--- config.mk ---
export PLATFORM = sky130hd
export DESIGN_NAME = sr_flag_arbiter
export DESIGN_NICKNAME = d
export VERILOG_FILES = /design/src/rtl/sr_flag_pkg.sv /design/src/rtl/rr_arbiter.sv /design/src/rtl/sr_flag_arbiter.sv
export SDC_FILE = /design/constraint.sdc
export NUM_CORES = 1
export LEC_CHECK = 0
export ABC_AREA = 1
export BUFFER_PORTS_ARGS = -buffer_cell sky130_fd_sc_hd__buf_4
export CAP_MARGIN = 20
export CORE_MARGIN = 3
export CORE_UTILIZATION = 50
export CTS_CLUSTER_DIAMETER = 30
export CTS_CLUSTER_SIZE = 25
export DETAILED_ROUTE_END_ITERATION = 16
export PLACE_DENSITY = 0.71
export SETUP_SLACK_MARGIN = 0.2
export SLEW_MARGIN = 20
export SYNTH_ARGS = -nofsm -noshare
export SYNTH_HDL_FRONTEND = slang
export SYNTH_SLANG_ARGS = --single-unit
--- constraint.sdc ---
create_clock -name clk -period 2.2 [get_ports clk]
set_clock_uncertainty 0.05 [all_clocks]
set_input_delay 0.22 -clock clk [delete_from_list [all_inputs] [get_ports clk]]
set_output_delay 0.22 -clock clk [all_outputs]
set_load 0.02 [all_outputs]
--- src/rtl/sr_flag_pkg.sv ---
// Shared definitions for the set/reset flag arbiter.
// Holds the requester op encoding and the FSM state encoding.
package sr_flag_pkg;

  // Requester op encoding (op[2i+1:2i])
  localparam logic [1:0] OP_NOP = 2'b00;
  localparam logic [1:0] OP_SET = 2'b01;
  localparam logic [1:0] OP_CLR = 2'b10;
  localparam logic [1:0] OP_ILL = 2'b11;

  // Arbiter FSM states
  typedef logic [0:0] state_t;
  localparam state_t IDLE = 1'b0;
  localparam state_t ACK  = 1'b1;

endpackage : sr_flag_pkg

--- src/rtl/rr_arbiter.sv ---
// Combinational round-robin arbiter.
// Ports:
//   req_i  per-requester request vector
//   ptr_i  requester with highest priority this round
//   gnt_o  one-hot grant (zero when no request)
//   win_o  encoded winner (zero when no request)
module rr_arbiter #(
  parameter int unsigned NREQ = 4,
  parameter int unsigned PTRW = 2
) (
  input  logic [NREQ-1:0] req_i,
  input  logic [PTRW-1:0] ptr_i,
  output logic [NREQ-1:0] gnt_o,
  output logic [PTRW-1:0] win_o
);

  // Walk the requesters starting at the pointer; first active one wins.
  always_comb begin
    logic            found;
    logic [PTRW-1:0] cand;
    gnt_o = '0;
    win_o = '0;
    found = 1'b0;
    cand  = '0;
    for (int unsigned k = 0; k < NREQ; k++) begin
      cand = PTRW'((32'(ptr_i) + k) % NREQ);
      if (!found && req_i[cand]) begin
        found       = 1'b1;
        gnt_o[cand] = 1'b1;
        win_o       = cand;
      end
    end
  end

endmodule : rr_arbiter

--- src/rtl/sr_flag_arbiter.sv ---
// Round-robin arbiter serialising set/clear requests onto a shared flag bank.
// Ports:
//   clk, rst  clock and synchronous active-high reset
//   req       per-requester request, held until ack
//   op        2-bit op per requester (nop/set/clear/illegal)
//   idx       flag index per requester
//   ack       one-cycle completion pulse to the granted requester
//   q         flag bank contents
//   err       sticky error (illegal op or out-of-range index)
//   busy      high while an op is being applied
module sr_flag_arbiter
  import sr_flag_pkg::*;
#(
  parameter int unsigned NREQ  = 4,
  parameter int unsigned NFLAG = 8,
  parameter int unsigned IDXW  = 3
) (
  input  logic                 clk,
  input  logic                 rst,
  input  logic [NREQ-1:0]      req,
  input  logic [2*NREQ-1:0]    op,
  input  logic [IDXW*NREQ-1:0] idx,
  output logic [NREQ-1:0]      ack,
  output logic [NFLAG-1:0]     q,
  output logic                 err,
  output logic                 busy
);

  localparam int unsigned PTRW = (NREQ > 1) ? $clog2(NREQ) : 1;

  state_t           state_q, state_d;
  logic [PTRW-1:0]  rr_q,    rr_d;
  logic [PTRW-1:0]  win_q,   win_d;
  logic [1:0]       op_q,    op_d;
  logic [IDXW-1:0]  idx_q,   idx_d;
  logic [NFLAG-1:0] q_q,     q_d;
  logic [NREQ-1:0]  ack_q,   ack_d;
  logic             err_q,   err_d;
  logic             busy_q,  busy_d;

  logic [NREQ-1:0]  gnt_c;
  logic [PTRW-1:0]  win_c;
  logic [1:0]       op_arr_c  [NREQ];
  logic [IDXW-1:0]  idx_arr_c [NREQ];

  rr_arbiter #(
    .NREQ (NREQ),
    .PTRW (PTRW)
  ) u_rr_arbiter (
    .req_i (req),
    .ptr_i (rr_q),
    .gnt_o (gnt_c),
    .win_o (win_c)
  );

  // Unpack the flat per-requester op/idx buses.
  always_comb begin
    for (int unsigned i = 0; i < NREQ; i++) begin
      op_arr_c[i]  = op[2*i +: 2];
      idx_arr_c[i] = idx[IDXW*i +: IDXW];
    end
  end

  // Next-state and output logic.
  always_comb begin
    state_d = state_q;
    rr_d    = rr_q;
    win_d   = win_q;
    op_d    = op_q;
    idx_d   = idx_q;
    q_d     = q_q;
    ack_d   = '0;
    err_d   = err_q;
    busy_d  = busy_q;

    case (state_q)
      IDLE: begin
        if (|gnt_c) begin
          win_d   = win_c;
          op_d    = op_arr_c[win_c];
          idx_d   = idx_arr_c[win_c];
          busy_d  = 1'b1;
          state_d = ACK;
        end
      end
      ACK: begin
        // Only one op per update, so a flag can never see set and clear together.
        case (op_q)
          OP_SET: begin
            if (32'(idx_q) < NFLAG) q_d[idx_q] = 1'b1;
            else                    err_d      = 1'b1;
          end
          OP_CLR: begin
            if (32'(idx_q) < NFLAG) q_d[idx_q] = 1'b0;
            else                    err_d      = 1'b1;
          end
          OP_ILL:  err_d = 1'b1;
          default: ;
        endcase
        ack_d[win_q] = 1'b1;
        rr_d    = (32'(win_q) == NREQ - 1) ? '0 : win_q + PTRW'(1);
        busy_d  = 1'b0;
        state_d = IDLE;
      end
      default: begin
        busy_d  = 1'b0;
        state_d = IDLE;
      end
    endcase
  end

  // State and output registers; reset discards any pending op.
  always_ff @(posedge clk) begin
    if (rst) begin
      state_q <= IDLE;
      rr_q    <= '0;
      win_q   <= '0;
      op_q    <= OP_NOP;
      idx_q   <= '0;
      q_q     <= '0;
      ack_q   <= '0;
      err_q   <= 1'b0;
      busy_q  <= 1'b0;
    end else begin
      state_q <= state_d;
      rr_q    <= rr_d;
      win_q   <= win_d;
      op_q    <= op_d;
      idx_q   <= idx_d;
      q_q     <= q_d;
      ack_q   <= ack_d;
      err_q   <= err_d;
      busy_q  <= busy_d;
    end
  end

  assign ack  = ack_q;
  assign q    = q_q;
  assign err  = err_q;
  assign busy = busy_q;

endmodule : sr_flag_arbiter
==> results.toml <==
[global_routing]
grt_util_all_layers_pct = 17.40
grt_first_pass_wirelength_um = 5940
grt_max_degree = 14
grtUsageMet1_pct = 25.27
globalRoute.busiestLayer = "met2"
gr-usage-met2_pct = 27.32
grt_pass1_vias = 1458
overflow = 0
antenna_found_initial = 0
use_met3_pct = 1.733

[floorplan]
die-area_um2 = 4173
start_util_pct = 54.44
coreArea_um2 = 3153
die_h_um = 64.60
die_x_um = 64.60
io_pins = 40
rows = 20

[sta]
slew_headroom_pct = 75.75
finalCritPeriodShare_pct = 89.43
worst_slew_pin_slew_ns = 0.3633
fmax_mhz = 508.3
rsz0062_at_grt = "yes"
finalSetupViolCount = 0
worst_slack_ns = 0.2325
fin_crit_ns = 1.968
final_hold_viol_count = 0
drv_slew = 0
setup_tns_ns = 0

[synth]
synth_cell_types = 27
syn_inst = 251
ys_seq_area_share_pct = 27.99
synth_top_area_share_pct = 27.99
synth-warning-count = 0
netlist_area_um2 = 1717
yosys.area.top_type = "dfxtp_1"
synth_seq_cells = 24
ys_top_cells_by_area = "dfxtp_1 (28%), inv_1 (12%), nand3_1 (9.6%)"
synthesis.nets = 289
synth_area_per_cell_um2 = 6.839

[cts]
clk-insertion-delay-late_ns = 0.31
cts_root_buf = "clkbuf_4"
numCtsBuffers = 3
clk_pin_slew_ns = 0.13
htreeDepth = 1
clockBufferDepth = 2
clock-sinks = 24
cts_tree = "done"

[finish]
insertedDiodeCount = 0
seqCellArea_um2 = 485.5
drive_above_1_share_pct = 33.44
multi_input_area_um2 = 1016
n_fill_cell = 296
nets = 341
fin_cells = 346
area_growth_pct = 31.63

[placement]
post-dp-hpwl_um = 2771
io_buffers = 39
place_congestion = 0.7566
pre_cts_ws_ns = 0.1465
dpl.cell_count = 331

[outcome]
status = "finished clean"

[detailed_routing]
routed_wl_um = 3759
num_vias = 1643
ant_nets = 0
drc = 0
dr.first_iter.drc_count = 74
avgViaCountPerCell = 4.749
wl_per_cell_um = 10.86
first_pass_iters = 4

[pwr]
p_leak_nw = 1.216
power_density_nw_per_um2 = 1308
total_power_mw = 2.956
irDropWorstVdd_mv = 0.9455

[setup_path]
arrival_ns = 2.15
cp.required_ns = 2.38
worstSetupPathType = "reg -> reg"
worstSetupEndpointType = "flip-flop"
r2r_cells = 14
worstPathMaxFanout = 7
start_kind = "flip-flop"

[min_path]
whs_path_depth = 2
min-delay-path-class = "in -> reg"

[job]
drv_cap = 0
[path summary, 6_finish.rpt]
kind / startpoint / to / slack, ns
hold reg to reg: busy / busy / 0.44
setup reg to reg: rr_q[0] / op_q[0] / 0.23
setup / recovery: rr_q[0] / op_q[0] / 0.23
hold / removal: rst / state_q / 0.09
[power breakdown]
group          switching [mW]  leakage (nW)  internal [mW]
clock network           0.131        0.0210          0.101
registers              0.0840         0.197          0.541
logic                    1.22         0.997          0.878
[logic make-up after synthesis]
kind of cell	synth area share [%]
buffers and inverters	17.42
and+or+nand+nor	36.30
DFF	27.99
AOI/OAI and AO/OA	9.548
adders and majority gates	8.746
[synthesized netlist by cell type]
cell type,n
inv_2,3
o32ai_1,1
a21oi_1,13
nand2_2,8
inv_12,1
nand3_1,33
nand3_4,1
clkbuf_1,1
inv_1,55
nand4_1,1
or3_1,1
clkinv_4,1
buf_1,2
nor2_1,25
o31ai_1,1
ha_1,12
nand2_1,34
nor2_8,1
nor2_2,1
buf_6,4
o21a_1,1
o21ai_1,5
o21ai_0,10
nand2_4,6
dfxtp_1,24
nand3_2,5
nand4_2,1
[cells in the final DEF (no fill, tap or decap)]
| cell | n |
|---|---|
| ha_4 | 1 |
| nand4_2 | 1 |
| o21ai_0 | 9 |
| o31ai_1 | 1 |
| clkbuf_8 | 1 |
| o32ai_1 | 1 |
| o21ai_2 | 2 |
| ha_1 | 11 |
| nand3_1 | 29 |
| dfxtp_1 | 22 |
| inv_1 | 54 |
| nand2_2 | 10 |
| nand3_4 | 2 |
| clkbuf_4 | 3 |
| o21ai_1 | 4 |
| nand2_4 | 8 |
| inv_2 | 3 |
| a21oi_1 | 11 |
| a21oi_2 | 2 |
| buf_12 | 1 |
| nand4_1 | 1 |
| nand3_2 | 8 |
| inv_12 | 1 |
| inv_4 | 1 |
| nor2_8 | 1 |
| nor2_2 | 1 |
| dfxtp_4 | 1 |
| o21a_1 | 1 |
| dfxtp_2 | 1 |
| buf_6 | 3 |
| clkinv_4 | 1 |
| nand2_1 | 31 |
| or3_1 | 1 |
| nor2_1 | 25 |
| buf_4 | 49 |
[routing by layer]
metal	routed length (µm)	part of all wire (%)	vias up
met1	1820	48	718
met4	0	0	0
li1	-	-	879
met5	0	0	-
met2	1774	47	46
met3	165	4.4	0
[repair_timing]
action | in CTS | in global routing
pin swaps | 0 | 10
cloned | 0 | 2
hold buffers | 0 | 0
gates resized for setup | 1 | 25
endpoints found under the setup margin | 5 | 7
buffers inserted | 0 | 9
[through the flow]
stage               hold slack, ns  utilization [%]  instance area, µm²
floorplan                   0.4504                -                1729
global placement            0.4071            65.04                2051
detailed placement          0.4153            65.04                2051
CTS                        0.06750            66.23                2088
global route               0.08729            71.67                2260
finish                     0.08560            71.67                2260
[cell type report]
cell class	instances	area share [%]
multi-input cells	161	44.96
flip-flops and latches	24	21.48
repair buffers	53	18.66
inverters	60	10.85
well taps	44	2.436
clock buffers	4	1.606
[critical path, stage by stage, from the launching register on]
cell and delay (ns):
dfxtp_4 0.42, inv_12 0.05, ha_4 0.30, inv_4 0.05
nand3_2 0.06, nand2_2 0.08, o21ai_2 0.15, nand3_2 0.15
nand2_4 0.13, buf_6 0.12, nand2_1 0.06, nand3_1 0.10
nand3_1 0.07, nand2_1 0.06, inv_1 0.03
Power figures use the tool's default switching activity.
